`config.mk`:
```
export PLATFORM = sky130hd
export DESIGN_NAME = decode_timeout_mclks_flat
export DESIGN_NICKNAME = d
export VERILOG_FILES = /design/src/rtl/decode_timeout_mclks_if.sv /design/src/rtl/decode_timeout_mclks.sv /design/src/flat_wrapper.sv
export SDC_FILE = /design/constraint.sdc
export NUM_CORES = 1
export LEC_CHECK = 0
export CAP_MARGIN = 20
export CORE_ASPECT_RATIO = 1.1
export CORE_UTILIZATION = 54
export DETAILED_ROUTE_END_ITERATION = 8
export HOLD_SLACK_MARGIN = 0.02
export PLACE_DENSITY = 0.8
export SYNTH_ARGS = -nofsm -noshare
export SYNTH_HDL_FRONTEND = slang
export SYNTH_SLANG_ARGS = --single-unit
export TNS_END_PERCENT = 50
```
`constraint.sdc`:
```
create_clock -name clk -period 2.8 [get_ports clk]
set_input_delay 0.56 -clock clk [delete_from_list [all_inputs] [get_ports clk]]
set_output_delay 0.56 -clock clk [all_outputs]
set_load 0.02 [all_outputs]
```
`src/rtl/decode_timeout_mclks_if.sv`:
```
// Handshake and data bundle between a decode requester and decode_timeout_mclks.
// The requester drives start and the captured operands; the decoder returns
// status and the result.
interface decode_timeout_mclks_if;
    logic        start;
    logic [15:0] encoded_timeout;
    logic [15:0] pre_range_mclks;
    logic        subtract_pre_range;
    logic        busy;
    logic        done;
    logic        overflow;
    logic [15:0] timeout_mclks;

    modport master (
        output start, encoded_timeout, pre_range_mclks, subtract_pre_range,
        input  busy, done, overflow, timeout_mclks
    );

    modport slave (
        input  start, encoded_timeout, pre_range_mclks, subtract_pre_range,
        output busy, done, overflow, timeout_mclks
    );
endinterface

```
`src/rtl/decode_timeout_mclks.sv`:
```
// Iterative decoder for VL53L0X-style encoded timeouts: (LSB << MSB) + 1.
// Optional feature macro: DECODE_PRE_RANGE_SUB_EN builds the pre-range
// subtraction (clamped at zero) used for the final-range step.
//
// state    | meaning
// S_IDLE   | waiting for start, operands captured on the start edge
// S_LOAD   | load accumulator with LSB and shift count with min(MSB, cap)
// S_SHIFT  | one left shift per cycle until the count is used up
// S_ADJUST | add one, optional pre-range subtract, saturate, register result
// S_DONE   | one-cycle done pulse
module decode_timeout_mclks #(
    parameter int unsigned SHIFT_CAP = 16
) (
    input  logic                   clk,
    input  logic                   reset,
    decode_timeout_mclks_if.slave  bus
);

    typedef enum logic [2:0] {S_IDLE, S_LOAD, S_SHIFT, S_ADJUST, S_DONE} state_t;

    localparam logic [7:0] CAP8 = 8'(SHIFT_CAP);

    state_t      state, state_nxt;
    logic [7:0]  lsb_q, msb_q, cnt_q;
    logic [23:0] acc_q;
    logic [15:0] timeout_q;
    logic        overflow_q;
    logic [7:0]  cnt_load;
    logic        sat;
    logic signed [24:0] v_res;
    logic [15:0] res_val;
    logic        res_ovf;
    logic        busy_c, done_c;

`ifdef DECODE_PRE_RANGE_SUB_EN
    logic [15:0] pre_q;
    logic        sub_q;
`else
    logic unused_pre_range;
    assign unused_pre_range = ^{bus.pre_range_mclks, bus.subtract_pre_range};
`endif

    assign cnt_load = (msb_q >= CAP8) ? CAP8 : msb_q;
    assign sat      = (msb_q >= CAP8) && (lsb_q != 8'd0);

    // State register.
    always_ff @(posedge clk or posedge reset) begin
        if (reset) state <= S_IDLE;
        else       state <= state_nxt;
    end

    // Next-state logic; start is only honoured in S_IDLE.
    always_comb begin
        state_nxt = state;
        case (state)
            S_IDLE:   if (bus.start) state_nxt = S_LOAD;
            S_LOAD:   state_nxt = (cnt_load != 8'd0) ? S_SHIFT : S_ADJUST;
            S_SHIFT:  if (cnt_q == 8'd1) state_nxt = S_ADJUST;
            S_ADJUST: state_nxt = S_DONE;
            S_DONE:   state_nxt = S_IDLE;
            default:  state_nxt = S_IDLE;
        endcase
    end

    // Status outputs decoded from state.
    always_comb begin
        busy_c = 1'b0;
        done_c = 1'b0;
        case (state)
            S_LOAD, S_SHIFT, S_ADJUST: busy_c = 1'b1;
            S_DONE:                    done_c = 1'b1;
            default: ;
        endcase
    end

    // Result: 25-bit signed so the subtract can go negative before clamping.
    always_comb begin
        v_res = $signed({1'b0, acc_q}) + 25'sd1;
`ifdef DECODE_PRE_RANGE_SUB_EN
        if (sub_q) begin
            v_res = v_res - $signed({9'b0, pre_q});
            if (v_res < 25'sd0) v_res = 25'sd0;
        end
`endif
        res_ovf = sat || (v_res > 25'sd65535);
        res_val = res_ovf ? 16'hFFFF : v_res[15:0];
    end

    // Operand capture, shift datapath and result registers.
    always_ff @(posedge clk or posedge reset) begin
        if (reset) begin
            lsb_q      <= '0;
            msb_q      <= '0;
            cnt_q      <= '0;
            acc_q      <= '0;
            timeout_q  <= '0;
            overflow_q <= 1'b0;
`ifdef DECODE_PRE_RANGE_SUB_EN
            pre_q      <= '0;
            sub_q      <= 1'b0;
`endif
        end else begin
            case (state)
                S_IDLE: if (bus.start) begin
                    lsb_q      <= bus.encoded_timeout[7:0];
                    msb_q      <= bus.encoded_timeout[15:8];
                    overflow_q <= 1'b0;
`ifdef DECODE_PRE_RANGE_SUB_EN
                    pre_q      <= bus.pre_range_mclks;
                    sub_q      <= bus.subtract_pre_range;
`endif
                end
                S_LOAD: begin
                    acc_q <= {16'b0, lsb_q};
                    cnt_q <= cnt_load;
                end
                S_SHIFT: begin
                    acc_q <= acc_q << 1;
                    cnt_q <= cnt_q - 8'd1;
                end
                S_ADJUST: begin
                    timeout_q  <= res_val;
                    overflow_q <= res_ovf;
                end
                default: ;
            endcase
        end
    end

    assign bus.busy          = busy_c;
    assign bus.done          = done_c;
    assign bus.overflow      = overflow_q;
    assign bus.timeout_mclks = timeout_q;

endmodule

```
`src/flat_wrapper.sv`:
```
// flat-port wrapper written by rule: the top's interface ports become plain ports
module decode_timeout_mclks_flat 
#(
    parameter int unsigned SHIFT_CAP = 16
)
  (clk, reset, bus_start, bus_encoded_timeout, bus_pre_range_mclks, bus_subtract_pre_range, bus_busy, bus_done, bus_overflow, bus_timeout_mclks);
  decode_timeout_mclks_if bus_i ();
  input  logic clk;
  input  logic reset;
  input wire logic [$bits(bus_i.start)-1:0] bus_start;
  input wire logic [$bits(bus_i.encoded_timeout)-1:0] bus_encoded_timeout;
  input wire logic [$bits(bus_i.pre_range_mclks)-1:0] bus_pre_range_mclks;
  input wire logic [$bits(bus_i.subtract_pre_range)-1:0] bus_subtract_pre_range;
  output wire logic [$bits(bus_i.busy)-1:0] bus_busy;
  output wire logic [$bits(bus_i.done)-1:0] bus_done;
  output wire logic [$bits(bus_i.overflow)-1:0] bus_overflow;
  output wire logic [$bits(bus_i.timeout_mclks)-1:0] bus_timeout_mclks;
  assign bus_i.start = bus_start;
  assign bus_i.encoded_timeout = bus_encoded_timeout;
  assign bus_i.pre_range_mclks = bus_pre_range_mclks;
  assign bus_i.subtract_pre_range = bus_subtract_pre_range;
  assign bus_busy = bus_i.busy;
  assign bus_done = bus_i.done;
  assign bus_overflow = bus_i.overflow;
  assign bus_timeout_mclks = bus_i.timeout_mclks;
  decode_timeout_mclks #(.SHIFT_CAP(SHIFT_CAP)) u_core (.clk(clk), .reset(reset), .bus(bus_i));
endmodule
```
-- Word level (Yosys, flattened, before mapping)
Index checks and enable logic that the tools add are counted.
Widths: inputs -> output; s select.
- register bits after elaboration: 68
- input port bits: 36
- logic and storage cells: 41
- add/subtract/negate cells: 2
- magnitude comparators: 2
- eq/ne operators: 7
- mux-type cells: 12
- reductions and logical operators: 11
- operators with widths (operator ; number):
    $pmux 24 s2 ; 1
    $add 24x1->25 const B ; 1
    $gt 25x17->1 const B ; 1
    $mux 16 ; 1
    $pmux 8 s2 ; 1
    $reduce_bool 8->1 ; 2
    $pmux 3 s4 ; 1
    $eq 8x1->1 const B ; 1
    $ge 8x5->1 const B ; 1
    $mux 8 ; 1
    $sub 8x1->8 const B ; 1
    $eq 3x2->1 const B ; 2
    $mux 3 ; 2
    $reduce_and 2->1 ; 3
    $mux 1 ; 4
    $reduce_bool 2->1 ; 2
    $eq 3x1->1 const B ; 1
    $eq 3x3->1 const B ; 1
    $logic_not 3->1 ; 1
    $reduce_or 3->1 ; 1
    $ne 2x1->1 const B ; 1
    $ne 2x2->1 const B ; 1
    $pmux 1 s2 ; 1
    $logic_and 1x1->1 ; 1
    $logic_or 1x1->1 ; 1

-- Depth between registers and ports, before layout
Gate-level depths: netlist of run 1.
- word-level depth: 5
- depth in mapped cells: 11

-- Worst setup path before layout of run 1
OpenSTA, ideal clock, no wires.
- path kind: register to register
- from: register u_core.acc_q[1]
- to: register u_core.timeout_q[12] (netlist: u_core.bus.timeout_mclks[12])
- data arrival time: 2.393 ns
- required time: 2.723 ns
- path slack: 0.330 ns
- cell stages (with the launch flop): 11
- buffers on the path: 2
- clock period less this slack: 2.470 ns
- path through: dfrtp_1 > ha_1 > and3_1 > buf_2 > xnor2_1 > a2111oi_0 > o2111ai_1 > a31oi_1 > o32ai_2 > buf_6 > a21oi_1
- word-level cells in the longest chain between the ends: 4
- ends and longest elaborated chain (element ; RTL line ; text):
    from (decl) ; decode_timeout_mclks.sv:25 ; logic [23:0] acc_q;
    from (signal assigned) ; decode_timeout_mclks.sv:114 ; acc_q <= {16'b0, lsb_q};
    from (signal assigned) ; decode_timeout_mclks.sv:118 ; acc_q <= acc_q << 1;
    $add 24x1->25 (*) ; decode_timeout_mclks.sv:78 ; v_res = $signed({1'b0, acc_q}) + 25'sd1;
    $gt 25x17->1 ; decode_timeout_mclks.sv:85 ; res_ovf = sat || (v_res > 25'sd65535);
    $logic_or 1x1->1 ; decode_timeout_mclks.sv:85 ;
    $mux 16 (*) ; decode_timeout_mclks.sv:86 ; res_val = res_ovf ? 16'hFFFF : v_res[15:0];
    to (signal assigned) ; decode_timeout_mclks.sv:122 ; timeout_q <= res_val;
    to (decl) ; decode_timeout_mclks.sv:26 ; logic [15:0] timeout_q;
Mark *: on every way between the ends. The rest lies on a longest branch, timed or not.
A chain may end at the register's enable or synchronous reset.

-- Worst setup path after layout of run 1
- from: register u_core.acc_q[7]
- to: register u_core.timeout_q[12] (netlist: u_core.bus.timeout_mclks[12])
Same word-level chain as after synthesis.

==> flow_metrics.env, run 1 <==
export IMPL_synth_area_leaders="dfrtp_1 48%, mux2_2 5.1%, nor2_1 3.7%"
export IMPL_place_ws_ps=-106
export IMPL_antenna_found_initial=0
export IMPL_final_hold_viol_count=0
export IMPL_finalWorstSetupSlack_ps=136
export IMPL_syn_to_final_growth_pct=27.2
export IMPL_worstPathMaxFanout=12
export IMPL_grt_pass1_vias=2957
export IMPL_maxCapViolCount=0
export IMPL_cts_sinks=68
export IMPL_cts_buffers_inserted=9
export IMPL_critPathCaptureType="register"
export IMPL_ys_seq_area_share_pct=48.4
export IMPL_register_area_mm2=0.00170
export IMPL_mostFrequentLayoutCell="dfrtp_1"
export IMPL_io_pins=55
export IMPL_setup_viol=0
export IMPL_synth_cell_types=55
export IMPL_slew_limit_headroom_pct=58.8
export IMPL_htree_levels=3
export IMPL_initial_core_util_pct=56.4
export IMPL_holdWs_ps=513
export IMPL_dr_pass1_iters=5
export IMPL_drt_iter0_drc=142
export IMPL_clock_path_buffers=2
export IMPL_rsz0062_at_grt="no"
export IMPL_synth_area_mm2=0.00352
export IMPL_crit_family="compound AO/OA/AOI/OAI gates"
export IMPL_finalCriticalPeriod_ps=2660
export IMPL_fin_tns_setup_ps=0
export IMPL_nets=454
export IMPL_routed_via_density=6.12
export IMPL_cts_root_buf="clkbuf_8"
export IMPL_fillCellCount=441
export IMPL_gp_congestion=0.897
export IMPL_clk_latency_ps=360
export IMPL_hold_buffers=0
export IMPL_slowest_stage="or4_2"
export IMPL_design_area_mm2=0.00447
export IMPL_synth_top_area_share_pct=48.4
export IMPL_synth_nets=390
export IMPL_status="finished clean"
export IMPL_grt_max_degree=41
export IMPL_core_area_mm2=0.00623
export IMPL_grt_pass1_wl_um=13800
export IMPL_port_buffers=37
export IMPL_hp_class="register to register"
export IMPL_cpMostUsedCell="buf_4"
export IMPL_hp_start="u_core.cnt_q[6]$_DFFE_PP0P_"
export IMPL_crit_start="u_core.acc_q[7]$_DFFE_PP0P_"
export IMPL_ant_nets=0
export IMPL_cp_num_buf_inv=3
export IMPL_synth_edff_count=0
export IMPL_worstPathRequired_ps=3080
export IMPL_grtUsageTotal_pct=26.6
export IMPL_start_kind="register"
export IMPL_final_cell_mix="66 x dfrtp_1, 39 x buf_4, 37 x clkdlybuf4s50_1"
export IMPL_drc_errors=0
export IMPL_fmax_mhz=375
export IMPL_ir_worst_vdd_mv=0.588
export IMPL_cp_cell_sequence="buf_4 > nand4_4 > buf_4 > or4_2 > a22oi_1 > o2111ai_1 > a31oi_2 > o32ai_4 > buf_12 > a21oi_1"
export IMPL_period_share_pct=95.1
export IMPL_ys_ff_latch=68
export IMPL_r2r_start="u_core.acc_q[7]$_DFFE_PP0P_"
export IMPL_synth_top_flop_cell="dfrtp_1"
export IMPL_multiInputGateArea_mm2=0.00171
export IMPL_syn_avg_cell_area_um2=10.0
export IMPL_drt_total_wl_um=8260
export IMPL_slew_viol_final=0
export IMPL_p_leak_nw=1.85
export IMPL_max_stage_delay_ps=640
export IMPL_die_y_um=86.6
export IMPL_worst_slew_pin_slew_ps=617
export IMPL_fin_skew_ps=5.72
export IMPL_vias=3052
export IMPL_dp_hpwl_um=5960
export IMPL_synth_async_reset_ratio_pct=100
export IMPL_critPathKind="register to register"
export IMPL_wl_per_cell_um=16.6
export IMPL_yosys_warnings=0
export IMPL_dieArea_mm2=0.00684
export IMPL_yosys_area_top_type="dfrtp_1"
export IMPL_syn_inst=350
export IMPL_worst_ep_arrival_time_ps=2950
export IMPL_drive_gt1_share_pct=24.1
export IMPL_diodes=0
export IMPL_fin_cells=499
export IMPL_post_place_cells=482
export IMPL_die_x_um=78.9
export IMPL_dpl_cell_area_mm2=0.00418
export IMPL_clk_pin_slew_ps=80
export IMPL_rows=30
export IMPL_gr_total_overflow=0
export IMPL_cts_tree="built"
export IMPL_powerDensity_mw_per_mm2=1030
==> timing repair <==
action,in CTS,in global routing
setup buffers,0,1
pin swaps,0,3
resized for setup,3,7
endpoints found under the setup margin,12,17
==> cell families (layout without fill, tap and decap cells) <==
kind of cell | count (synthesis) | in the layout | share of synthesized area, %
AND/OR/NAND/NOR | 131 | 131 | 20.0
AO/OA/AOI/OAI | 83 | 83 | 17.0
flip-flops | 68 | 68 | 48.4
buffers and inverters | 35 | 104 | 4.77
multiplexers | 16 | 16 | 5.12
XOR/XNOR | 13 | 13 | 3.24
adder cells (fa/ha/maj) | 4 | 4 | 1.42
==> where the power goes <==
part           leakage (nW)  internal [mW]  switching [mW]
registers             0.808           1.37           0.328
logic                 0.928          0.930            1.06
clock network         0.110          0.507           0.406
==> synthesized netlist by cell type, types with 2 or more instances <==
cell type,count
xor2_1,6
buf_2,5
buf_4,5
a31oi_1,8
nor3b_1,4
inv_1,10
clkbuf_1,11
a22o_1,13
and3_1,3
clkbuf_2,3
and4_1,2
nand2_1,33
xnor2_1,7
nor2_1,35
nand4_1,7
nand3b_1,3
nand3_1,12
o2111ai_1,2
nor4_1,8
o21ai_0,14
a22oi_1,10
and2_1,6
ha_1,4
a2111o_1,2
o31ai_1,4
mux2_2,16
or3b_2,3
dfrtp_1,68
a21oi_2,4
and3b_1,2
a21oi_1,14
or4_1,3
==> layer usage <==
layer  vias up  wire (µm)  GRT usage (%)
met1      1489       3350           31.6
met2       122       4180           46.0
met3        29        465           6.53
met5         -          0              0
met4         0        259           11.1
li1       1412          -              -
==> worst reg2reg max path: cells and delay by family (launching register included) <==
family | cells | cell delay (ps)
AO/OA/AOI/OAI | 5 | 960
buffers and inverters | 3 | 490
AND/OR/NAND/NOR | 2 | 750
flip-flops | 1 | 390
==> flip-flops by register name, summed over array words and instances, names as in the netlist <==
signal,flops
u_core.bus.overflow,1
u_core.acc_q,24
u_core.bus.timeout_mclks,16
u_core.cnt_q,8
u_core.state,3
u_core.lsb_q,8
u_core.msb_q,8
==> metrics by stage <==
stage / util, % / power (mW)
2_1_floorplan: - / 2.90
6_report: 71.8 / 4.60
4_1_cts: 71.0 / 4.58
3_5_place_dp: 67.1 / 3.66
5_1_grt: 71.8 / 4.90
3_3_place_gp: 67.1 / 3.56
==> area by class of cell <==
cell class	count	area share, %
Multi-Input combinational cell	247	38.1
Clock inverter	7	2.21
Inverter	10	0.839
Timing Repair Buffer	78	15.7
Clock buffer	9	2.77
Tap cell	80	2.24
Sequential cell	68	38.1
==> final timing paths <==
path,end,slack (ps),cells after the start
setup / recovery,u_core.bus.timeout_mclks[12]$_DFFE_PP0P_,140,10
hold / removal,u_core.cnt_q[6]$_DFFE_PP0P_,510,1
setup reg to reg,u_core.bus.timeout_mclks[12]$_DFFE_PP0P_,140,10
hold reg to reg,u_core.cnt_q[6]$_DFFE_PP0P_,510,1
max in group asynchronous,u_core.acc_q[1]$_DFFE_PP0P_,1580,3
min in group asynchronous,u_core.msb_q[5]$_DFFE_PP0P_,590,2
No activity file was read; power rests on OpenSTA's default activity.
==> inputs of run 2 (changes only) <==
SLEW_MARGIN = 30   (was default)
==> results of run 2 <==
Final layout, timing and power as in run 1 (identical DEF).
